<file path="config.mk">
export PLATFORM = sky130hd
export DESIGN_NAME = spi_apb_master
export DESIGN_NICKNAME = d
export VERILOG_FILES = /design/src/rtl/spi_apb_master.sv
export SDC_FILE = /design/constraint.sdc
export NUM_CORES = 1
export LEC_CHECK = 0
export CAP_MARGIN = 20
export CORE_MARGIN = 4
export CORE_UTILIZATION = 37
export DETAILED_ROUTE_END_ITERATION = 6
export GPL_ROUTABILITY_DRIVEN = 0
export PLACE_DENSITY = 0.77
export SLEW_MARGIN = 20
export SYNTH_ARGS = -nofsm -noshare
export SYNTH_HDL_FRONTEND = slang
export SYNTH_SLANG_ARGS = --single-unit
</file>
<file path="constraint.sdc">
create_clock -name pclk -period 1.4 [get_ports pclk]
set_input_delay 0.28 -clock pclk [delete_from_list [all_inputs] [get_ports pclk]]
set_output_delay 0.28 -clock pclk [all_outputs]
set_load 0.03 [all_outputs]
</file>
<file path="src/rtl/spi_apb_master.sv">
// spi_apb_master: APB4 initiator that turns a single-outstanding
// command/response interface into APB transfers towards the SPI APB
// slave register file. One transfer at a time: IDLE -> SETUP -> ACCESS.
// Optional ACCESS wait-state timeout is enabled by defining the macro
// SPI_APB_MASTER_TIMEOUT_EN (default build: no timeout, rsp_timeout tied 0).
module spi_apb_master #(
    parameter int ADDR_W         = 5,
    parameter int DATA_W         = 32,
    parameter int TIMEOUT_CYCLES = 16
) (
    input  logic                  pclk,
    input  logic                  preset_n,
    input  logic                  cmd_valid,
    output logic                  cmd_ready,
    input  logic                  cmd_write,
    input  logic [ADDR_W-1:0]     cmd_addr,
    input  logic [DATA_W-1:0]     cmd_wdata,
    input  logic [DATA_W/8-1:0]   cmd_strb,
    output logic                  rsp_valid,
    output logic [DATA_W-1:0]     rsp_rdata,
    output logic                  rsp_err,
    output logic                  rsp_timeout,
    output logic                  psel,
    output logic                  penable,
    output logic                  pwrite,
    output logic [ADDR_W-1:0]     paddr,
    output logic [DATA_W-1:0]     pwdata,
    output logic [DATA_W/8-1:0]   pstrb,
    input  logic [DATA_W-1:0]     prdata,
    input  logic                  pready,
    input  logic                  pslverr
);

    localparam int STRB_W = DATA_W / 8;

    typedef enum logic [1:0] {
        IDLE   = 2'd0,
        SETUP  = 2'd1,
        ACCESS = 2'd2
    } state_e;

    state_e              state_q;
    state_e              state_d;
    logic                cmdReady_q;
    logic                pwrite_q;
    logic [ADDR_W-1:0]   paddr_q;
    logic [DATA_W-1:0]   pwdata_q;
    logic [STRB_W-1:0]   pstrb_q;
    logic                rspValid_q;
    logic [DATA_W-1:0]   rspRdata_q;
    logic                rspErr_q;
    logic                accept;
    logic                complete;
    logic                timeoutHit;

`ifdef SPI_APB_MASTER_TIMEOUT_EN
    localparam int WAIT_W = $clog2(TIMEOUT_CYCLES + 1);

    logic [WAIT_W-1:0]   waitCnt_q;
    logic                rspTimeout_q;

    // Count ACCESS cycles spent waiting for pready; restart every SETUP
    always_ff @(posedge pclk or negedge preset_n) begin
        if (!preset_n) begin
            waitCnt_q <= '0;
        end else if (state_q == SETUP) begin
            waitCnt_q <= '0;
        end else if ((state_q == ACCESS) && !pready) begin
            waitCnt_q <= waitCnt_q + 1'b1;
        end
    end

    // Abort on the last allowed wait cycle; a same-cycle pready wins
    assign timeoutHit = (state_q == ACCESS) && !pready &&
                        (waitCnt_q == WAIT_W'(TIMEOUT_CYCLES - 1));

    // Timeout flag of the most recent response
    always_ff @(posedge pclk or negedge preset_n) begin
        if (!preset_n) begin
            rspTimeout_q <= 1'b0;
        end else if (complete) begin
            rspTimeout_q <= 1'b0;
        end else if (timeoutHit) begin
            rspTimeout_q <= 1'b1;
        end
    end

    assign rsp_timeout = rspTimeout_q;
`else
    assign timeoutHit  = 1'b0;
    assign rsp_timeout = 1'b0;
`endif

    // State register; async reset aborts any transfer in flight
    always_ff @(posedge pclk or negedge preset_n) begin
        if (!preset_n) begin
            state_q <= IDLE;
        end else begin
            state_q <= state_d;
        end
    end

    // Next-state logic: SETUP is always a single cycle
    always_comb begin
        state_d = state_q;
        case (state_q)
            IDLE:    if (accept) state_d = SETUP;
            SETUP:   state_d = ACCESS;
            ACCESS:  if (pready || timeoutHit) state_d = IDLE;
            default: state_d = IDLE;
        endcase
    end

    // FSM outputs: APB control straight from state, handshake strobes
    always_comb begin
        psel     = 1'b0;
        penable  = 1'b0;
        accept   = 1'b0;
        complete = 1'b0;
        case (state_q)
            IDLE: begin
                accept = cmd_valid && cmdReady_q;
            end
            SETUP: begin
                psel = 1'b1;
            end
            ACCESS: begin
                psel     = 1'b1;
                penable  = 1'b1;
                complete = pready;
            end
            default: begin
                psel = 1'b0;
            end
        endcase
    end

    // cmd_ready is registered so it stays low during reset and rises the cycle after
    always_ff @(posedge pclk or negedge preset_n) begin
        if (!preset_n) begin
            cmdReady_q <= 1'b0;
        end else begin
            cmdReady_q <= (state_d == IDLE);
        end
    end

    // Capture the command on accept; held through ACCESS and after completion
    always_ff @(posedge pclk or negedge preset_n) begin
        if (!preset_n) begin
            pwrite_q <= 1'b0;
            paddr_q  <= '0;
            pwdata_q <= '0;
            pstrb_q  <= '0;
        end else if (accept) begin
            pwrite_q <= cmd_write;
            paddr_q  <= cmd_addr;
            pwdata_q <= cmd_wdata;
            pstrb_q  <= cmd_write ? cmd_strb : '0;
        end
    end

    // One-cycle response pulse; data and error hold until the next response
    always_ff @(posedge pclk or negedge preset_n) begin
        if (!preset_n) begin
            rspValid_q <= 1'b0;
            rspRdata_q <= '0;
            rspErr_q   <= 1'b0;
        end else begin
            rspValid_q <= complete || timeoutHit;
            if (complete) begin
                rspRdata_q <= pwrite_q ? '0 : prdata;
                rspErr_q   <= pslverr;
            end else if (timeoutHit) begin
                rspRdata_q <= '0;
                rspErr_q   <= 1'b1;
            end
        end
    end

    assign cmd_ready = cmdReady_q;
    assign pwrite    = pwrite_q;
    assign paddr     = paddr_q;
    assign pwdata    = pwdata_q;
    assign pstrb     = pstrb_q;
    assign rsp_valid = rspValid_q;
    assign rsp_rdata = rspRdata_q;
    assign rsp_err   = rspErr_q;

endmodule

</file>
=== After elaboration in Yosys (flattened, before gate mapping) ===
Index checks and enable logic that the tools add are counted.

* Bits in registers: 79
* Bits of input ports: 79
* Word-level logic and storage cells: 24

* Equal/unequal tests: 2
* Multiplexer cells: 9
* Reductions and logical operators: 4

{| class="wikitable"
|+ Operators with widths
! cell !! count
|-
| 32-bit two-way mux || 1
|-
| 2-bit case mux with 3 select lines || 1
|-
| 2-bit logical NOT || 2
|-
| 1-bit two-way mux || 4
|-
| 2-bit two-way mux || 2
|-
| 4-bit two-way mux || 1
|-
| 2-bit by 1-bit equality test with 1-bit output (second input constant) || 1
|-
| 2-bit equality test (second input constant) || 1
|-
| 2-bit OR reduction || 1
|-
| 1-bit logical AND || 1
|}

=== Logic depth before layout (Yosys ltp) ===
* Depth in word-level cells: 5
* Gate-level depth with buffers: 7

=== Worst setup path before layout ===
Ideal clock, no wire load.

* Kind: reg-to-reg
* Start point: register state_q[0]
* End point: register rspRdata_q[10] (netlist: rsp_rdata[10])
* Library setup time: 133 ps
* Data arrival time: 1433 ps
* Data required time: 1267 ps
* Setup slack: -166 ps
* Cell stages (with the launch flop): 8
* Buffers on the path: 2
* Cells stage by stage: dfrtp_1 inv_1 ha_1 nand2_1 buf_2 buf_2 nand2_1 o21ai_0

* Longest elaborated chain between the ends: 2

{| class="wikitable"
|+ Ends and longest elaborated chain
! what !! RTL line !! RTL
|-
| start, declared || 42 || <nowiki>state_e state_q;</nowiki>
|-
| start signal, assigned || 99 || <nowiki>state_q <= state_d;</nowiki>
|-
| 2-bit equality test || 120 || <nowiki>case (state_q)</nowiki>
|-
| 1-bit two-way mux || 120 ||
|-
| end signal, assigned || 171 || <nowiki>rspRdata_q <= pwrite_q ? '0 : prdata;</nowiki>
|-
| end, declared || 50 || <nowiki>logic [DATA_W-1:0] rspRdata_q;</nowiki>
|}

No other way between the ends.
A chain may end at the register's enable or synchronous reset.

=== Worst setup path in the final report ===
* Start point: register state_q[0]
* End point: register pwdata_q[6] (netlist: pwdata[6])

* Longest elaborated chain between the ends: 2

{| class="wikitable"
|+ Ends and longest elaborated chain
! what !! RTL line !! RTL
|-
| 2-bit logical NOT || 120 ||
|-
| 1-bit two-way mux || 120 ||
|-
| end signal, assigned || 157 || <nowiki>pwdata_q <= cmd_wdata;</nowiki>
|-
| end, declared || 47 || <nowiki>logic [DATA_W-1:0] pwdata_q;</nowiki>
|}

No other way between the ends.

==> impl_metrics.ini <==
[sta]
finalHoldViolCount = 0
setup_viol = 69
rsz0062_at_grt = yes
slew_viol_final = 0
timing.hold.ws_ns = 0.478
min_period_ns = 1.52
fin_ws_ns = -0.123
fmax_ghz = 0.656
min_period_over_period_pct = 109
skew_ns = 0.0103

[die]
die_h_um = 102
die_x_um = 102
core-area_sq_mm = 0.00864
start_util_pct = 37.8
row_count = 34
die_area_sq_mm = 0.0104
io_pins = 159

[worst_setup_path]
slowest_stage = dfrtp_1
critPathKind = reg -> reg
cp_top_family = flip-flops
rr_worst_depth = 5
reg2reg_from = state_q[0]$_DFF_PN0_
critPathMaxFanout = 13
required_ns = 1.61
cp_data_arrival_time_ns = 1.73
critical_path_buf_inv_count = 2
crit_path_end_kind = register
critical_path.max_stage_delay_ns = 0.40
r2r_slack_ns = -0.12
rr_endpoint = pwdata[6]$_DFFE_PN0P_
worstSetupStartpointType = register
path_cells = inv_2 -> ha_4 -> nand3_4 -> buf_12 -> mux2_4

[min_path]
hp-start = rsp_rdata[24]$_DFFE_PN0P_
min_path_type = reg -> reg
min_to = rsp_rdata[24]$_DFFE_PN0P_
min_path_cells = 2

[pwr]
power_switching_mw = 5.55
p_int_mw = 7.89
p_per_area_mw_per_mm2 = 2430
p_seq_share_pct = 30.2
leakagePower_nw = 2.60
clkPwrFrac_pct = 14.5
swShare_pct = 41.3
combPwrFrac_pct = 55.3
ir_drop_v = 0.00118

[status]
violations = negative setup slack
status = finished with violations

[global_routing]
grt_pass1_vias = 2627
antenna_found_initial = 0
overflow = 0
grt_max_degree = 80
grt_pass1_wl_um = 12900
grt_usage_pct = 15.9

[synthesis]
synthesis.nets = 344
ys_warn_count = 0
yosysUniqueCellTypes = 19
ys_ff_latch = 79
avgSynthCellArea_sq_um = 12.5
yosysSeqAreaShare_pct = 60.5
syn_area_sq_mm = 0.00327
synthCells = 261

[clock_network]
clk_latency_ns = 0.33
cts_tree = done
htreeDepth = 3
cts_buffers = 9
clock_path_buffers = 2
cts_root_buf = clkbuf_8
clkTransAtPathRegs_ns = 0.08
clock-sinks = 79

[route]
avgRoutedWirePerCell_um = 15.9
drc = 0
vias = 2568
via_per_inst = 4.63
wirelength_um = 8820
ant_nets = 0
first_pass_iters = 4
drtIter0Drc = 39

[finish]
nets = 526
fin_util_pct = 64.1
drive_above_1_share_pct = 27.1
syn_to_final_growth_pct = 69.5
antenna_cells = 0
fin_area_sq_mm = 0.00554

[placement]
place.port_buffers = 157
dpl.hpwl_um = 5970
place_ws_ns = -0.224
dpl_cell_area_sq_mm = 0.00505

[job]
maxCapViolCount = 0
flip-flops by register name, summed over array words and instances, names as in the netlist:
register / count
pwrite: 1
rsp_valid: 1
cmd_ready: 1
paddr: 5
rsp_err: 1
rsp_rdata: 32
pstrb: 4
pwdata: 32
state_q: 2
worst register-to-register path, stage by stage (launching register included):
cell and delay (ns):
dfrtp_1 0.40, inv_2 0.12, ha_4 0.16, nand3_4 0.18, buf_12 0.23, mux2_4 0.31
power groups by stage:
stage / combinational (mW) / sequential, mW / clock (mW)
floorplan: 2.12 / 6.21 / 0
global placement: 7.32 / 4.05 / 0
detailed placement: 7.45 / 4.09 / 0
CTS: 7.12 / 4.04 / 2.01
global route: 7.90 / 4.20 / 2.11
finish: 7.43 / 4.06 / 1.95
how the worst max path moves through the flow:
stage	end	from	cells after the start	slack, ns
global placement	pwdata[10]$_DFFE_PN0P_	cmd_valid	4	-0.19
CTS	penable	state_q[1]$_DFF_PN0_	4	-0.14
finish	pwdata[6]$_DFFE_PN0P_	state_q[0]$_DFF_PN0_	5	-0.12
floorplan	pwdata[10]$_DFFE_PN0P_	state_q[1]$_DFF_PN0_	6	-0.06
global route	pwdata[6]$_DFFE_PN0P_	state_q[0]$_DFF_PN0_	5	-0.17
detailed placement	pwdata[3]$_DFFE_PN0P_	cmd_valid	4	-0.22
logic make-up after synthesis:
kind of cell             Yosys count  share of synthesized area (%)
flip-flops                        79                           60.5
adder cells (fa/ha/maj)            4                           1.53
other                              1                          0.115
multiplexers                      39                           16.0
buffers and inverters             21                           3.68
AND/OR/NAND/NOR                   78                           11.8
AO/OA/AOI/OAI                     39                           6.43
routing by layer:
layer / up-vias / track usage (%) / routed length (um)
met5: - / 0 / 0
met4: 0 / 5.85 / 47
met3: 4 / 4.78 / 816
met2: 103 / 27.2 / 4430
met1: 1239 / 18.9 / 3530
li1: 1222 / - / -
cell type report:
cell class,count,area [sq um]
clock inverter,4,95.1
multi-input combinational,162,1270
inverter,5,18.8
timing repair buffer,186,1900
sequential,79,1980
clock buffer,11,131
tap,108,135
fill,682,3100
through the flow:
| stage | std cells | setup TNS, ns | power [mW] |
|---|---|---|---|
| after floorplan | 261 | -2.32 | 8.33 |
| after global placement | 525 | -7.34 | 11.4 |
| after detailed placement | 525 | -8.62 | 11.5 |
| after CTS | 547 | -3.32 | 13.2 |
| after global routing | 555 | -9.69 | 14.2 |
| final | 555 | -5.19 | 13.4 |
timing repair:
action | 4_1_cts | 5_1_grt
endpoints found under the setup margin | 118 | 112
endpoints found under the hold margin | 79 | 0
pin swaps | 3 | 3
resized for setup | 115 | 108
buffers inserted | 4 | 1
gates cloned | 2 | 7
hold buffers | 1 | 0
synth_stat cells:
| library cell | n | area share [%] |
|---|---|---|
| nand3_1 | 1 | 0.15 |
| o21ai_0 | 36 | 5.5 |
| a221oi_2 | 1 | 0.46 |
| clkbuf_1 | 5 | 0.57 |
| buf_6 | 4 | 1.4 |
| a311o_1 | 1 | 0.31 |
| buf_2 | 6 | 0.92 |
| buf_4 | 1 | 0.23 |
| ha_1 | 4 | 1.5 |
| and2_1 | 1 | 0.19 |
| and3b_1 | 1 | 0.27 |
| nand2b_1 | 33 | 6.3 |
| nand2_1 | 42 | 4.8 |
| mux2_2 | 17 | 5.9 |
| conb_1 | 1 | 0.11 |
| inv_1 | 5 | 0.57 |
| dfrtp_1 | 79 | 61 |
| a21oi_1 | 1 | 0.15 |
| mux2_4 | 22 | 10 |
cells in the final DEF (no fill, tap or decap), types with 2 or more instances in the layout:
cell type	Yosys	layout
dfrtp_1	79	78
nand2_8	0	2
mux2_2	17	16
buf_12	0	6
mux2_4	22	23
nand2b_1	33	33
ha_4	0	2
clkdlybuf4s50_1	0	76
buf_16	0	2
dlygate4sd2_1	0	9
clkbuf_16	0	5
clkbuf_8	0	9
clkbuf_2	0	22
nand2_1	42	39
nand2_2	0	2
buf_8	0	2
buf_4	1	11
inv_1	5	3
inv_2	0	2
o21ai_0	36	7
clkdlybuf4s15_1	0	44
clkbuf_1	5	2
o21ai_2	0	3
bufinv_16	0	3
o21ai_1	0	26
ha_1	4	2
buf_6	4	7
No activity file was read; power rests on OpenSTA's default activity.
